<file path="config.mk">
export PLATFORM = sky130hd
export DESIGN_NAME = sine_nco_ctrl
export DESIGN_NICKNAME = d
export VERILOG_FILES = /design/src/rtl/sine_nco_pkg.sv /design/src/rtl/nco_tick_div.sv /design/src/rtl/sine_nco_ctrl.sv
export SDC_FILE = /design/constraint.sdc
export NUM_CORES = 1
export LEC_CHECK = 0
export ABC_AREA = 1
export BUFFER_PORTS_ARGS = -buffer_cell sky130_fd_sc_hd__buf_2
export CAP_MARGIN = 20
export CORE_MARGIN = 10
export CORE_UTILIZATION = 60
export CTS_CLUSTER_SIZE = 25
export DETAILED_ROUTE_END_ITERATION = 12
export HOLD_SLACK_MARGIN = 0.12
export PLACE_DENSITY = 0.88
export SETUP_SLACK_MARGIN = 0.02
export SYNTH_ARGS = -nofsm -noshare
export SYNTH_HDL_FRONTEND = slang
export SYNTH_HIERARCHICAL = 1
export SYNTH_SLANG_ARGS = --single-unit
</file>
<file path="constraint.sdc">
create_clock -name i_clk -period 10.55 [get_ports i_clk]
set_input_delay 0.5275 -clock i_clk [delete_from_list [all_inputs] [get_ports i_clk]]
set_output_delay 0.5275 -clock i_clk [all_outputs]
set_load 0.02 [all_outputs]
</file>
<file path="src/rtl/sine_nco_pkg.sv">
// Shared defaults for the sine NCO controller, sine_lut and their benches.
package sine_nco_pkg;
  localparam int ACC_WIDTH_DEFAULT   = 32;
  localparam int ADDR_WIDTH_DEFAULT  = 16;
  localparam int DATA_WIDTH_DEFAULT  = 16;
  localparam int LUT_LATENCY_DEFAULT = 1;
  localparam int CLK_DIV_DEFAULT     = 1;
endpackage

</file>
<file path="src/rtl/nco_tick_div.sv">
// Sample-tick divider: counts enabled clocks and flags the last one of each period.
module nco_tick_div #(
  parameter int CLK_DIV = 1
) (
  input  logic i_clk,
  input  logic i_rst,
  input  logic i_en,
  input  logic i_clr,
  output logic o_tick
);
  localparam int CW = (CLK_DIV > 1) ? $clog2(CLK_DIV) : 1;
  localparam logic [CW-1:0] LAST = CW'(CLK_DIV - 1);

  logic [CW-1:0] r_cnt;

  // Count is frozen (not cleared) while disabled so a paused run resumes mid-period.
  always_ff @(posedge i_clk or posedge i_rst) begin
    if (i_rst)       r_cnt <= '0;
    else if (i_clr)  r_cnt <= '0;
    else if (i_en)   r_cnt <= (r_cnt == LAST) ? '0 : r_cnt + 1'b1;
  end

  assign o_tick = i_en & (r_cnt == LAST);
endmodule

</file>
<file path="src/rtl/sine_nco_ctrl.sv">
// Phase-accumulator NCO: drives sine_lut addresses on each tick and realigns
// the returned data into a valid-qualified sample stream.
module sine_nco_ctrl
  import sine_nco_pkg::*;
#(
  parameter int ACC_WIDTH   = ACC_WIDTH_DEFAULT,
  parameter int ADDR_WIDTH  = ADDR_WIDTH_DEFAULT,
  parameter int DATA_WIDTH  = DATA_WIDTH_DEFAULT,
  parameter int LUT_LATENCY = LUT_LATENCY_DEFAULT,
  parameter int CLK_DIV     = CLK_DIV_DEFAULT
) (
  input  logic                  i_clk,
  input  logic                  i_rst,
  input  logic                  i_en,
  input  logic                  i_phase_clr,
  input  logic [ACC_WIDTH-1:0]  i_ftw,
  input  logic                  i_ftw_valid,
  output logic                  o_ftw_ready,
  output logic [ADDR_WIDTH-1:0] o_lut_addr,
  input  logic [DATA_WIDTH-1:0] i_lut_data,
  output logic [DATA_WIDTH-1:0] o_sample,
  output logic                  o_sample_valid,
  output logic                  o_wrap
);
  logic                  w_tick_raw, w_tick, w_accept;
  logic [ACC_WIDTH-1:0]  w_inc;
  logic [ACC_WIDTH:0]    w_sum;

  logic [ACC_WIDTH-1:0]  r_acc, r_ftw_active, r_ftw_pend;
  logic                  r_pend_vld;
  logic [ADDR_WIDTH-1:0] r_lut_addr;
  logic                  r_wrap;
  logic [LUT_LATENCY:0]  r_vld_pipe;
  logic [DATA_WIDTH-1:0] r_sample;
  logic                  r_sample_valid;

  nco_tick_div #(.CLK_DIV(CLK_DIV)) u_div (
    .i_clk  (i_clk),
    .i_rst  (i_rst),
    .i_en   (i_en),
    .i_clr  (i_phase_clr),
    .o_tick (w_tick_raw)
  );

  // A phase clear owns the accumulator that cycle, so it swallows any tick.
  assign w_tick   = w_tick_raw & ~i_phase_clr;
  assign w_accept = i_ftw_valid & ~r_pend_vld;
  assign w_inc    = r_pend_vld ? r_ftw_pend : r_ftw_active;
  assign w_sum    = {1'b0, r_acc} + {1'b0, w_inc};

  always_ff @(posedge i_clk or posedge i_rst) begin
    if (i_rst) begin
      r_acc      <= '0;
      r_lut_addr <= '0;
      r_wrap     <= 1'b0;
    end else begin
      r_wrap <= 1'b0;
      if (i_phase_clr) begin
        r_acc <= '0;
      end else if (w_tick) begin
        r_acc      <= w_sum[ACC_WIDTH-1:0];
        r_lut_addr <= r_acc[ACC_WIDTH-1 -: ADDR_WIDTH];
        r_wrap     <= w_sum[ACC_WIDTH];
      end
    end
  end

  // Accept needs ready, i.e. no pending word, so it never collides with the
  // pending word being consumed by a tick.
  always_ff @(posedge i_clk or posedge i_rst) begin
    if (i_rst) begin
      r_ftw_active <= '0;
      r_ftw_pend   <= '0;
      r_pend_vld   <= 1'b0;
    end else begin
      if (w_tick && r_pend_vld) begin
        r_ftw_active <= r_ftw_pend;
        r_pend_vld   <= 1'b0;
      end
      if (w_accept) begin
        r_ftw_pend <= i_ftw;
        r_pend_vld <= 1'b1;
      end
    end
  end

  // Stage 0 lines up with the registered address; the last stage with LUT data.
  always_ff @(posedge i_clk or posedge i_rst) begin
    if (i_rst) begin
      r_vld_pipe     <= '0;
      r_sample       <= '0;
      r_sample_valid <= 1'b0;
    end else begin
      r_vld_pipe     <= {r_vld_pipe[LUT_LATENCY-1:0], w_tick};
      r_sample_valid <= r_vld_pipe[LUT_LATENCY];
      if (r_vld_pipe[LUT_LATENCY]) r_sample <= i_lut_data;
    end
  end

  assign o_ftw_ready    = ~r_pend_vld;
  assign o_lut_addr     = r_lut_addr;
  assign o_wrap         = r_wrap;
  assign o_sample       = r_sample;
  assign o_sample_valid = r_sample_valid;
endmodule

</file>
Word-level counts from Yosys, hierarchy flattened
Cells that the tools add are included.
{"block": "op_classes", "reduce_logical": 5, "n_mux": 10, "n_addsub": 2, "bitwise": 6}
{"cell": "$mux W32", "n": 3}
{"cell": "$add A32 B32 Y33", "n": 1}
{"cell": "$mux W1", "n": 7}
{"cell": "$reduce_bool A2 Y1", "n": 3}
{"cell": "$and A1 B1 Y1", "n": 3}
{"cell": "$not A1 Y1", "n": 3}
{"cell": "$reduce_and A2 Y1", "n": 1}
{"cell": "$add A1 B1 Y1 const B", "n": 1}
{"cell": "$logic_and A1 B1 Y1", "n": 1}
{"block": "totals", "elab_cells": 33, "register_bits": 134, "output_inout_bits": 35, "input_bits": 53}

Depth between registers and ports, before layout
{"block": "depth", "ltp_word": 6, "depth_mapped": 18, "mapped_depth_nobuf": 16}

Hierarchy
Netlist, hierarchy kept.
{"mod": "sine_nco_ctrl", "cells_per_inst": 1033, "instances": 1, "area_each_um2": 7652.3, "seq_area_each_um2": 3328.2}
{"mod": "nco_tick_div", "cells_per_inst": 1, "instances": 1, "area_each_um2": 7.5, "seq_area_each_um2": 0.0}

Worst setup path after synthesis
Ideal clock, no wire load.
{"block": "synth_timing", "kind": "register to register", "startpoint": "register r_pend_vld", "endpoint": "register r_acc[24]", "synth_period_minus_slack_ns": 2.302, "path_buffers": 2, "setup_time_ns": 0.117, "path_slack_ns": 8.248, "arrival_ns": 2.185, "path_stages_with_launch": 18, "cell_sequence": "dfrtp_1 > buf_2 > clkbuf_1 > nand2_1 > o21ai_0 > ha_1 > inv_1 > fa_1 > inv_1 > nand3_1 > nand3_1 > nand2_1 > nand2_1 > nand2_1 > nand3_2 > nand2_1 > nand3_1 > nand2_1"}
{"block": "synth_via", "elab_chain_cells": 4}
{"element": "start: declaration", "line": "sine_nco_ctrl.sv:30", "source": "logic r_pend_vld;"}
{"element": "start signal: assignment", "line": "sine_nco_ctrl.sv:74", "source": "r_pend_vld <= 1'b0;"}
{"element": "start signal: assignment", "line": "sine_nco_ctrl.sv:78", "source": "r_pend_vld <= 1'b0;"}
{"element": "start signal: assignment", "line": "sine_nco_ctrl.sv:82", "source": "r_pend_vld <= 1'b1;"}
{"element": "$mux W32", "line": "sine_nco_ctrl.sv:48", "source": "assign w_inc = r_pend_vld ? r_ftw_pend : r_ftw_active;"}
{"element": "$add A32 B32 Y33", "line": "sine_nco_ctrl.sv:49", "source": "assign w_sum = {1'b0, r_acc} + {1'b0, w_inc};"}
{"element": "$mux W32", "line": "sine_nco_ctrl.sv:60", "source": "end else if (w_tick) begin"}
{"element": "$mux W32", "line": "sine_nco_ctrl.sv:58", "source": "if (i_phase_clr) begin"}
{"element": "end signal: assignment", "line": "sine_nco_ctrl.sv:61", "source": "r_acc <= w_sum[ACC_WIDTH-1:0];"}
{"element": "end: declaration", "line": "sine_nco_ctrl.sv:29", "source": "logic [ACC_WIDTH-1:0] r_acc, r_ftw_active, r_ftw_pend;"}
Every way passes these cells. The select of a mux whose other input is x is not followed.
A chain may end at the register's enable or synchronous reset.

Worst setup path after layout
Ends and elaborated chain as after synthesis.

==> flow_summary.toml <==
[clocking]
clkSinkCount = 133
cts_tree = "built"
clk_root_buffer_cell = "clkbuf_16"
cts_buffer_depth = 2
cts_made_buffers = 17
ctsResizeCount = 0
path_clk_slew_ns = 0.06
post_cts_buffers = 0
htreeDepth = 4
insertion_delay_ns = 0.43
hold_buffers = 0

[setup_path]
crit_slowest_cell = "dfrtp_1"
path_delay_family = "simple AND/OR/NAND/NOR gates"
start_kind = "register"
rr_endpoint = "r_acc[24]"
critical_path.most_common_cell = "nand2_1"
critPathMaxStageDelay_ns = 0.74
worstSetupPathDepth = 16
crit_chain = "buf_4 > nand2_1 > o21ai_0 > ha_1 > inv_1 > fa_1 > inv_1 > nand3_1 > nand3_1 > nand2_1 > nand2_1 > nand2_1 > nand3_2 > nand2_1 > nand3_1 > nand2_1"
worstRegToRegCells = 16
rrSetupSlack_ns = 7.49
r2r-start = "r_pend_vld"
required_ns = 10.87
endpoint_kind = "register"
worstSetupPathType = "reg -> reg"
critPathMaxFanout = 29
crit_buf_inv = 3
worstPathArrival_ns = 3.38
critPathLaunch = "r_pend_vld"

[synth]
synth_warnings = 6
syn_area_sq_mm = 0.007660
ys_seq_elements = 133
synth_nets = 1120
synth_top_area_cell = "dfrtp_1"
synthTopCellsByCount = "nand2_1, inv_1, dfrtp_1"
ys_async_sr_fraction_pct = 100.0
syn_inst = 1034
synth_top_cell_area_share_pct = 43.45
yosysSeqAreaShare_pct = 43.45
ys_types = 30
synth_area_per_cell_sq_um = 7.408
synth_ff_type = "dfrtp_1"
synth_area_leaders = "dfrtp_1, nand2_1, inv_1, mux2_2, ha_1"
synth_edf_count = 0
yosysMostFrequentCell = "nand2_1"

[timing]
hold_viol_final = 0
fmax_ghz = 0.3266
relSlewSlack_pct = 33.89
clock_skew_ns = 0.005698
fin_crit_sh_pct = 29.02
setup_viol = 0
setup_slack_ns = 7.488
drv_slew = 0
setup-tns-final_ns = 0
period_minus_slack_ns = 3.062
worst_slew_pin_slew_ns = 0.9893
rsz0062_at_grt = "no"

[route]
drc = 0
drtPass1Iterations = 7
ant_nets = 0
viasPerCell = 5.241
drt-initial-drc-count = 594
route.vias.total = 6813
wl_per_cell_um = 14.62
wl_um = 19000

[floorplan]
core_sq_mm = 0.01257
start_util_pct = 60.95
dieArea_sq_mm = 0.01769
die_x_um = 133.0
rows = 41
boundaryPins = 88
die_y_um = 133.0

[flow_run]
maxCapViolCount = 0

[global_route]
overflow = 0
grt_max_degree = 71
grt_pass1_wl_um = 31580
grt_pass1_vias = 6513
track_usage_pct = 21.75
antenna_found_initial = 0

[cells_and_area]
nNetsFinal = 1201
fin_util_pct = 70.45
final_cells = 1300
area_delta_synth_final_pct = 15.60
layout-drive-gt1-share_pct = 16.13
nFillCells = 978
register_area_sq_mm = 0.003328
insertedDiodeCount = 0
multiInputGateArea_sq_mm = 0.003580

[place]
pre_cts_ws_ns = 7.545
finalWeightedCongestion = 0.9508
dpl.hpwl_um = 13770
portBuffers = 87
dpl.cell_count = 1267

[power_and_ir_drop]
leakagePower_uw = 0.005067
power_uw = 2217
irDropWorstVdd_v = 0.0001671
powerDensity_mw_per_mm2 = 250.4

[run_status]
outcome = "complete, no violations"

[hold_path]
min_path_type = "in -> async"
[kinds of logic (layout without fill, tap and decap cells)]
group | count (synthesis) | in the layout | synth area share, %
XOR/XNOR | 1 | 1 | 0.1144
AND/OR/NAND/NOR | 500 | 500 | 26.15
buffers and inverters | 194 | 288 | 9.850
multiplexers | 40 | 40 | 5.880
flip-flops | 133 | 133 | 43.45
AO/OA/AOI/OAI | 133 | 133 | 9.066
adder cells (fa/ha/maj) | 33 | 33 | 5.488
[routing by layer]
| layer | GRT usage (%) | vias up | wire (um) |
|---|---|---|---|
| li1 | - | 3388 | - |
| met1 | 28.96 | 3148 | 8621 |
| met2 | 33.62 | 248 | 8468 |
| met3 | 5.148 | 29 | 1580 |
| met4 | 8.191 | 0 | 333 |
| met5 | 0 | - | 0 |
[per-stage QoR]
| stage | hold slack (ns) | area (sq um) |
|---|---|---|
| floorplan | 0.3312 | 7660 |
| global placement | 0.3314 | 8207 |
| detailed placement | 0.3441 | 8207 |
| CTS | 0.3136 | 8835 |
| global route | 0.3298 | 8855 |
| finish | 0.2802 | 8855 |
[final cells by class]
class | instances | area share, %
Multi-Input combinational cell | 707 | 40.43
Sequential cell | 133 | 37.59
Inverter | 164 | 6.980
Timing Repair Buffer | 92 | 5.483
Clock buffer | 22 | 5.468
Tap cell | 172 | 2.430
Clock inverter | 10 | 1.625
[flip-flops by register name (all words and copies together) (netlist names)]
name            cells
o_lut_addr         16
o_sample           16
o_sample_valid      1
o_wrap              1
r_acc              32
r_ftw_active       32
r_ftw_pend         32
r_pend_vld          1
r_vld_pipe          2
[worst max path at each step]
stage                               end  slack, ns
after floorplan           o_lut_addr[0]       6.47
after global placement        r_acc[24]       7.68
after detailed placement      r_acc[24]       7.55
after CTS                     r_acc[24]       7.53
after global routing          r_acc[24]       7.16
final                         r_acc[24]       7.49
[worst reg2reg max path, delay by kind of cell (launching register included)]
kind / cells / cell delay, ns
and+or+nand+nor: 10 / 0.87
AOI/OAI and AO/OA: 1 / 0.09
buffers and inverters: 3 / 0.59
DFF: 1 / 0.74
adders and majority gates: 2 / 0.65
[report_power, final]
| part | internal [uW] | switching [uW] |
|---|---|---|
| Combinational | 296 | 563 |
| Clock | 398 | 228 |
| Sequential | 643 | 88.8 |
[layout by cell type, fill, tap and decap left out, drive strengths merged]
cell,n
clkbuf,22
or2,1
o21ai,61
inv,166
o31ai,1
and3,2
a32o,2
a21o,1
mux2,40
clkinvlp,3
xnor2,1
bufinv,3
a22o,1
ha,32
fa,1
nand2,368
nand3,43
a21oi,62
nor2,79
dfrtp,133
o21bai,3
o22ai,2
nand4,3
buf,92
nor3,4
clkinv,2
Note: power is estimated with default switching activity, not from simulation.
